==> src/rtl/playback_sequencer.sv <==
// Song playback sequencer: drives the card loader and header parser, gates the SMP/DSP,
// keeps elapsed play time and steps through songs on buttons, song end or load failure.
module playback_sequencer #(
    parameter int TICKS_PER_SEC = 24469000,
    parameter int DEBOUNCE      = 250000,
    parameter int MAX_FAIL      = 3
) (
    input  logic        clk,
    input  logic        resetn,
    input  logic        btn_next,
    input  logic        btn_prev,
    input  logic [15:0] total,
    input  logic [15:0] length,
    output logic        loader_start,
    input  logic        loader_done,
    input  logic        loader_fail,
    output logic        parser_start,
    input  logic        parser_done,
    output logic        spc_reset,
    output logic        spc_ready,
    output logic [15:0] song,
    output logic [5:0]  minute,
    output logic [5:0]  second,
    output logic [15:0] played,
    output logic        halted,
    output logic [2:0]  state_o
);

    typedef enum logic [2:0] {
        S_INIT  = 3'd0,
        S_LOAD  = 3'd1,
        S_PARSE = 3'd2,
        S_PLAY  = 3'd3,
        S_HALT  = 3'd4
    } state_t;

    localparam int PW = (TICKS_PER_SEC > 1) ? $clog2(TICKS_PER_SEC) : 1;
    localparam int DW = (DEBOUNCE > 1) ? $clog2(DEBOUNCE) : 1;
    localparam int FW = $clog2(MAX_FAIL + 1);
    localparam logic [PW-1:0] PRE_MAX = PW'(TICKS_PER_SEC - 1);
    localparam logic [DW-1:0] DB_MAX  = DW'(DEBOUNCE - 1);
    localparam logic [FW-1:0] FAIL_LIMIT = FW'(MAX_FAIL);

    state_t          state_q;
    logic [15:0]     song_q;
    logic [FW-1:0]   fail_cnt_q;
    logic            loader_start_q;
    logic            parser_start_q;
    logic            spc_reset_q;
    logic            spc_ready_q;
    logic            halted_q;

    logic [PW-1:0]   pre_q;
    logic [15:0]     played_q;
    logic [5:0]      minute_q;
    logic [5:0]      second_q;

    // Index 0 is next, index 1 is prev.
    logic [1:0]      btn_raw;
    logic [1:0]      sync1_q;
    logic [1:0]      sync2_q;
    logic [1:0]      level_q;
    logic [1:0]      press_q;
    logic [DW-1:0]   db_cnt_q [2];

    logic [15:0]     song_next_d;
    logic [15:0]     song_prev_d;
    logic [FW-1:0]   fail_inc_d;
    logic            next_acc;
    logic            prev_acc;
    logic            song_end;
    logic            enter_play;

    assign btn_raw = {btn_prev, btn_next};

    // A level change is accepted only after it has held for DEBOUNCE cycles; a press is its 0->1 acceptance.
    always_ff @(posedge clk or negedge resetn) begin
        if (!resetn) begin
            sync1_q <= 2'b00;
            sync2_q <= 2'b00;
            level_q <= 2'b00;
            press_q <= 2'b00;
            for (int i = 0; i < 2; i++) db_cnt_q[i] <= '0;
        end else begin
            sync1_q <= btn_raw;
            sync2_q <= sync1_q;
            for (int i = 0; i < 2; i++) begin
                press_q[i] <= 1'b0;
                if (sync2_q[i] != level_q[i]) begin
                    if (db_cnt_q[i] == DB_MAX) begin
                        level_q[i]  <= sync2_q[i];
                        db_cnt_q[i] <= '0;
                        press_q[i]  <= sync2_q[i];
                    end else begin
                        db_cnt_q[i] <= db_cnt_q[i] + 1'b1;
                    end
                end else begin
                    db_cnt_q[i] <= '0;
                end
            end
        end
    end

    always_comb begin
        song_next_d = 16'd0;
        if (total > 16'd1 && song_q < total - 16'd1) song_next_d = song_q + 16'd1;
    end

    always_comb begin
        song_prev_d = 16'd0;
        if (total > 16'd1) begin
            if (song_q == 16'd0 || song_q > total - 16'd1) song_prev_d = total - 16'd1;
            else song_prev_d = song_q - 16'd1;
        end
    end

    // Presses count only in PLAY once a second has elapsed, so a bounce across a song change is dropped.
    assign next_acc   = press_q[0] && (played_q != 16'd0);
    assign prev_acc   = press_q[1] && (played_q != 16'd0);
    assign song_end   = (length != 16'd0) && (played_q >= length);
    assign fail_inc_d = fail_cnt_q + 1'b1;
    assign enter_play = (state_q == S_PARSE) && parser_done;

    always_ff @(posedge clk or negedge resetn) begin
        if (!resetn) begin
            pre_q    <= '0;
            played_q <= 16'd0;
            minute_q <= 6'd0;
            second_q <= 6'd0;
        end else if (enter_play) begin
            pre_q    <= '0;
            played_q <= 16'd0;
            minute_q <= 6'd0;
            second_q <= 6'd0;
        end else if (state_q == S_PLAY) begin
            if (pre_q == PRE_MAX) begin
                pre_q <= '0;
                if (played_q != 16'hFFFF) played_q <= played_q + 16'd1;
                if (second_q == 6'd59) begin
                    second_q <= 6'd0;
                    minute_q <= minute_q + 6'd1;
                end else begin
                    second_q <= second_q + 6'd1;
                end
            end else begin
                pre_q <= pre_q + 1'b1;
            end
        end
    end

    // Start/done handshake: a start is a one-cycle pulse issued only from the state that then waits
    // for that unit's done/fail pulse, so no start can reach a unit that is still busy.
    always_ff @(posedge clk or negedge resetn) begin
        if (!resetn) begin
            state_q        <= S_INIT;
            song_q         <= 16'd0;
            fail_cnt_q     <= '0;
            loader_start_q <= 1'b0;
            parser_start_q <= 1'b0;
            spc_reset_q    <= 1'b1;
            spc_ready_q    <= 1'b0;
            halted_q       <= 1'b0;
        end else begin
            loader_start_q <= 1'b0;
            parser_start_q <= 1'b0;
            case (state_q)
                S_INIT: begin
                    spc_reset_q    <= 1'b0;
                    spc_ready_q    <= 1'b0;
                    loader_start_q <= 1'b1;
                    state_q        <= S_LOAD;
                end
                S_LOAD: begin
                    if (loader_fail) begin
                        song_q      <= song_next_d;
                        fail_cnt_q  <= fail_inc_d;
                        spc_reset_q <= 1'b1;
                        if (fail_inc_d >= FAIL_LIMIT) begin
                            halted_q <= 1'b1;
                            state_q  <= S_HALT;
                        end else begin
                            state_q  <= S_INIT;
                        end
                    end else if (loader_done) begin
                        parser_start_q <= 1'b1;
                        fail_cnt_q     <= '0;
                        state_q        <= S_PARSE;
                    end
                end
                S_PARSE: begin
                    if (parser_done) begin
                        spc_ready_q <= 1'b1;
                        state_q     <= S_PLAY;
                    end
                end
                S_PLAY: begin
                    if (next_acc || song_end) begin
                        song_q      <= song_next_d;
                        spc_ready_q <= 1'b0;
                        spc_reset_q <= 1'b1;
                        state_q     <= S_INIT;
                    end else if (prev_acc) begin
                        song_q      <= song_prev_d;
                        spc_ready_q <= 1'b0;
                        spc_reset_q <= 1'b1;
                        state_q     <= S_INIT;
                    end
                end
                S_HALT: begin
                    spc_reset_q <= 1'b1;
                    spc_ready_q <= 1'b0;
                    halted_q    <= 1'b1;
                end
                default: state_q <= S_INIT;
            endcase
        end
    end

    assign loader_start = loader_start_q;
    assign parser_start = parser_start_q;
    assign spc_reset    = spc_reset_q;
    assign spc_ready    = spc_ready_q;
    assign song         = song_q;
    assign minute       = minute_q;
    assign second       = second_q;
    assign played       = played_q;
    assign halted       = halted_q;
    assign state_o      = state_q;

endmodule

==> config.mk <==
export PLATFORM = sky130hd
export DESIGN_NAME = playback_sequencer
export DESIGN_NICKNAME = d
export VERILOG_FILES = /design/src/rtl/playback_sequencer.sv
export SDC_FILE = /design/constraint.sdc
export NUM_CORES = 1
export LEC_CHECK = 0
export CAP_MARGIN = 20
export CORE_MARGIN = 3
export CORE_UTILIZATION = 60
export DETAILED_ROUTE_END_ITERATION = 6
export GPL_TIMING_DRIVEN = 0
export PLACE_DENSITY = 0.85
export SLEW_MARGIN = 20
export SYNTH_ARGS = -nofsm -noshare
export SYNTH_HDL_FRONTEND = slang
export SYNTH_SLANG_ARGS = --single-unit
export TNS_END_PERCENT = 30
==> constraint.sdc <==
create_clock -name clk -period 8 [get_ports clk]
set_clock_uncertainty 0.15 [all_clocks]
set_input_delay 0.8 -clock clk [delete_from_list [all_inputs] [get_ports clk]]
set_output_delay 0.8 -clock clk [all_outputs]
set_load 0.03 [all_outputs]
==> results by group <==
Worst hold path
  – Hold WC Path Type: input port to asynchronous set/reset pin

Place
  – Placed Cells: 1,126
  – Place WS: 2.74 ns
  – GPL Wtd Cong: 0.870
  – PortBufs: 90
  – Detailed Place HPWL: 13,200 um

Yosys
  – Sequential share of the synthesized area: 40.0%
  – Syn Nets: 951
  – Cell area after synthesis: 0.00769 mm2
  – Async S/R FF share, synth: 100%
  – Post-synth EDFFs: 0
  – Synth Flop Type: dfrtp_1
  – Yosys cell types: 67
  – Post-Synthesis Cells: 867
  – Synth warn: 0
  – Yosys reg bits: 123
  – Post-synthesis average cell area: 8.87 um2

Job
  – Maxcap violations: 0

STA
  – RSZ-0062 raised after global routing: no
  – Tcrit/Tclk final: 62.0%
  – Tmin final: 4.96 ns
  – FMAX: 202 MHz
  – Slew Limit Headroom: 39.9%
  – Setup TNS: 0 ns
  – # setup viols final: 0
  – Max Transition Viols Final: 0
  – Actual slew at the worst max-slew pin: 0.894 ns
  – Hold Violations, Final: 0
  – Setup ws final: 3.04 ns

Die
  – Die Y: 119 um
  – Total core area: 0.0123 mm2
  – Initial Utilization: 62.7%
  – Io pins: 91
  – Full die area: 0.0142 mm2
  – Die width: 119 um
  – Site Rows: 40

Cells and area
  – Leading cell type in the layout, fill and taps excluded: nor2_1
  – Layout net count: 1,061
  – Most frequent cells in the layout: nor2_1 (124), dfrtp_1 (122), clkdlybuf4s50_1 (89), nand2_1 (83), nand3_1 (56)
  – Diode count: 0
  – # fillers: 821
  – Layout cells sized above 1: 6.57%
  – Layout Cells excl Fill: 1,157
  – Layout area overhead: 22.9%

Drt
  – Average wire per standard cell: 16.7 um
  – Antenna-violating nets left: 0
  – Post-route DRC violation count: 0
  – Starting DRT DRC Count: 637
  – Routed via count: 6,874
  – First drt pass iteration count: 5
  – Vias/cell: 5.94
  – Routed Wire Length: 19,400 um

CTS
  – Root Driver: clkbuf_16
  – CTS tree: yes
  – Worst-path clk slew: 0.06 ns
  – Total CTS buffers: 17
  – CTS Sinks: 123
  – Post_cts resized: 0
  – Hold_buf cts: 0
  – Clock latency on the worst-skew pair: 0.42 ns
  – Post-CTS Setup Inserts: 0
  – # H-tree levels: 4
  – CTS max path bufs: 2

Power and ir drop
  – Maximum VDD drop: 158 uV
  – Power density over the cells: 279 mW/mm2
  – Static leakage: 4.16 nW

GRT
  – Initial antenna violation count: 0
  – Number of global-route vias before repair: 6,695
  – First-pass GRT wire length: 31,900 um
  – GR Overflow Total: 0
  – Largest net degree at the start of global routing: 86
  – Total GRT Usage: 27.4%

Setup path
  – CP startpoint kind: input port
  – Crit Path Category: input port to register
  – CP endpoint kind: register
  – Critical Path AT: 5.13 ns
  – Worst reg-to-reg path cell count: 9
  – Critical Path RT: 8.18 ns
  – CP max FO: 7

Run status
  – Outcome: finished, final reports clean
-- power breakdown --
group          total, W  leakage, nW  switching, W  internal [W]
combinational   0.00101         2.23      0.000616      0.000391
clock          0.000801        0.294      0.000281      0.000520
sequential     0.000827         1.64      0.000117      0.000709
-- kinds of logic (layout without fill, tap and decap cells) --
logic type,after synthesis,count (layout),synth area share [%]
AOI/OAI and AO/OA,130,130,11.4
xor gates and xnor gates,92,92,10.5
and+or+nand+nor,402,402,25.4
muxes,16,16,2.16
adders and majority gates,46,46,7.45
DFF,123,123,40.0
buffers and inverters,58,180,3.08
-- state kept, by name, summed over array words and instances (netlist names), 2 cells and up --
register / flops
sync2_q: 2
fail_cnt_q: 2
song: 16
sync1_q: 2
second: 6
minute: 6
state_o: 3
press_q: 2
pre_q: 25
db_cnt_q: 36
level_q: 2
played: 16
-- synth_stat cells (18+ instances only) --
library cell	n	share of area (%)
nor2_1	124	6.1
dfrtp_1	122	40
nand2_1	83	4.1
nand3_1	56	3.6
xnor2_1	48	5.5
ha_1	45	7.3
xor2_1	44	5.0
o21ai_0	41	2.7
a21oi_1	34	2.2
inv_1	33	1.6
and3_1	27	2.2
nor3_1	26	1.7
nand4_1	18	1.5
-- layout make-up --
cell class	instances	area [um2]	share of cell area [%]
multi-input combinational	686	4370	46.3
sequential	123	3080	32.6
timing repair buffer	91	930	9.84
clock buffer	21	480	5.09
tap	168	210	2.22
clock inverter	10	139	1.47
inverter	33	124	1.31
buffer	25	113	1.19
-- worst max-delay path, cell delays in order --
cell,delay [ns]
clkdlybuf4s50_1,0.47
or3_1,0.39
nor3_1,0.55
nand2_1,0.19
nor2_1,0.16
xnor2_1,0.18
ha_1,0.29
a21oi_1,0.20
nor2_1,0.06
a211o_1,0.27
a221o_1,0.30
nand2b_1,0.31
nor2_1,0.60
a21oi_1,0.08
o31ai_1,0.26
-- metal layers --
| layer | vias up | global-route usage, % | wire, um |
|---|---|---|---|
| met5 | - | 0 | 0 |
| met4 | 0 | 9.49 | 407 |
| met3 | 41 | 6.41 | 1520 |
| met2 | 305 | 44.2 | 9160 |
| met1 | 3255 | 36.5 | 8270 |
| li1 | 3273 | - | - |
-- final timing paths --
path / end / start / slack [ns]
min: played[4]$_DFFE_PN0P_ / resetn / 0.14
max in group asynchronous: spc_reset$_DFFE_PN1P_ / resetn / 6.82
max reg2reg: song[0]$_DFFE_PN0P_ / song[5]$_DFFE_PN0P_ / 4.70
max: song[0]$_DFFE_PN0P_ / total[3] / 3.04
min in group clk: sync2_q[0]$_DFF_PN0_ / sync1_q[0]$_DFF_PN0_ / 0.19
min reg2reg: sync2_q[0]$_DFF_PN0_ / sync1_q[0]$_DFF_PN0_ / 0.19
-- metrics by stage --
step                total power [W]  util (%)  hold WS (ns)  area (um2)
CTS                         0.00262      77.1         0.144        9450
finish                      0.00263      77.1         0.140        9450
floorplan                   0.00146         -         0.181        7690
global placement            0.00177      71.8         0.183        8800
detailed placement          0.00180      72.0         0.186        8830
global route                0.00277      77.1         0.162        9450
Power figures use the tool's default switching activity.
==> patch, RTL diff (config.mk and constraints unchanged) <==
Set the parameter `TICKS_PER_SEC` to 6117250 (it was 24469000).
--- a/src/rtl/playback_sequencer.sv
+++ b/src/rtl/playback_sequencer.sv
@@ -1,7 +1,7 @@
 // Song playback sequencer: drives the card loader and header parser, gates the SMP/DSP,
 // keeps elapsed play time and steps through songs on buttons, song end or load failure.
 module playback_sequencer #(
-    parameter int TICKS_PER_SEC = 24469000,
+    parameter int TICKS_PER_SEC = 6117250,
     parameter int DEBOUNCE      = 250000,
     parameter int MAX_FAIL      = 3
 ) (
Function: no difference found for any inputs over 10 cycles, from zero or initial values and one cycle with resetn low; that may be too few to reach the edited logic, so the function may still have changed.
==> patch against the original RTL <==
  * First-iteration DRC count fell by 22%
  * Setup slack better by 0.31 ns
  * Area after synthesis decreased by 0.20%
  * Sequential cell count decreased by 2
  * Fmax rose by 6.6%
  * Synthesized cell count is 1.0% higher
  * Total power is 2.7% higher
  * Cell area decreased by 0.99%
  * Routed wire length up 1.4%
  * Largest cell class unchanged
==> patch: results (changes against the original RTL) <==
status completed (unchanged); initial antenna violation count 0 (unchanged); sequential fraction of the synthesis area 39.5% (was 40.0%); maximum vdd drop 0.000261 V (was 0.000158 V); Synth async-reset ratio 100% (unchanged); Via Count 7,068 (was 6,874); gp weighted congestion 0.875 (was 0.870); HP Class flop to flop (was primary input to async pin); HPWL Detailed 14.0 mm (was 13.2 mm); drt pass-1 iters 5 (unchanged); number of global-route vias before repair 6,845 (was 6,695); Layout Nets 1,071 (was 1,061); port bufs 90 (unchanged); crit path DAT 4.80 ns (was 5.13 ns); GRT Total Usage 28.2% (was 27.4%); H-Tree Depth 4 (unchanged); largest registers db_cnt_q x36, pre_q x23 (was db_cnt_q x36, pre_q x25); clock slew at reported path FFs 0.05 ns; drt total wl 19.6 mm (was 19.4 mm); Leak 3.99 nW (was 4.16 nW); Post-synth top cells 120 x dfrtp_1, 100 x nor2_1, 78 x nand2_1 (was 124 x nor2_1, 122 x dfrtp_1, 83 x nand2_1); WHS Path Cells 0; number of CTS-inserted buffers 17 (unchanged); Max clock buf depth 2 (unchanged); layout cell share with drive strength beyond 1 5.61% (was 6.57%); syn nets 961 (was 951); CTS resizes 0 (unchanged); number of DRC markers in iteration 0 498 (was 637); DR WL/cell 16.8 um (was 16.7 um); critical path peak fanout 10 (was 7); ANT cells 0 (unchanged); clock latency on the worst-skew pair between 0.4 and 0.5 ns; global-route wire length before repair 32.8 mm (was 31.9 mm); Synth Flop Type dfrtp_1 (unchanged); Tightest Pin Transition 0.752 ns (was 0.894 ns); number of distinct library cells after synthesis 63 (was 67); post-synth top area share 39.1% (was 39.7%); fill cell count 892 (was 821); largest net degree at the start of global routing 77 (was 86); Area contributors post-synth dfrtp_1 39%, ha_1 7.5%, xnor2_1 6.2%, nor2_1 4.9%, nand2_1 3.8% (was dfrtp_1 40%, ha_1 7.3%, nor2_1 6.1%, xnor2_1 5.5%, xor2_1 5.0%); Cells after Synth 876 (was 867); Worst Reg2Reg Path Length in Cells 10 (was 9)
-- patch: layer usage --
layer / routed length [um] / share of wire [%] / track usage [%]
met1: 8470 / 43 / 36.4
met2: 9520 / 49 / 46.8
met3: 1180 / 6.0 / 6.03
met4: 455 / 2.3 / 10.1
met5: 0 / 0 / 0
-- patch: power by group --
part	leakage (nW)	internal, W	switching (W)
clock	0.259	0.000439	0.000264
sequential	1.63	0.000700	0.000135
combinational	2.10	0.000461	0.000706
total	3.99	0.00160	0.00111
-- patch: logic make-up (layout without fill, tap and decap cells) --
kind of cell / Yosys count / count (layout) / share of synthesized area (%)
compound gates: 141 / 141 / 11.9
mux: 8 / 8 / 1.08
buf+inv: 72 / 194 / 3.68
simple gates: 401 / 401 / 26.4
flops: 121 / 121 / 39.5
xor+xnor: 86 / 86 / 9.82
fa+ha+maj: 47 / 47 / 7.63
-- patch: area by class of cell --
type | instances | area (um^2) | share of cell area [%]
multi-input cells | 683 | 4360 | 46.6
repair buffers | 91 | 930 | 9.94
inverters | 44 | 165 | 1.77
clock inverters | 8 | 72.6 | 0.776
flip-flops and latches | 121 | 3030 | 32.4
plain buffers | 28 | 118 | 1.26
clock buffers | 23 | 468 | 5.00
well taps | 168 | 210 | 2.25
-- patch: worst max-delay path, stage by stage --
cell and delay [ns]:
clkdlybuf4s50_1 0.49, or4_4 0.52, or3_1 0.39, nor2_1 0.14, xnor2_1 0.10, ha_1 0.33
nand4_1 0.21, nor4_1 0.42, o21ai_0 0.21, nand4_1 0.23, and2_1 0.15, buf_2 0.20
buf_2 0.26, a31oi_1 0.11, o31ai_1 0.23
-- patch: per-stage QoR --
step                      cell area (um^2)  setup WS (ns)  hold slack, ns
after global routing                  9350           3.16           0.233
after floorplan                       7670           4.05           0.181
after CTS                             9350           3.38           0.216
final                                 9350           3.35           0.217
after detailed placement              8810           2.97           0.196
after global placement                8780           1.32           0.211
-- patch: worst paths after layout --
check | from | slack [ns] | to
worst max register to register | played[14] | 4.53 | song[13]
worst min register to register | sync1_q[0] | 0.22 | sync2_q[0]
worst max-delay path | total[9] | 3.35 | song[0]
max in group asynchronous | resetn | 6.74 | spc_reset
worst min-delay path | sync1_q[0] | 0.22 | sync2_q[0]
min in group asynchronous | resetn | 0.25 | fail_cnt_q[0]
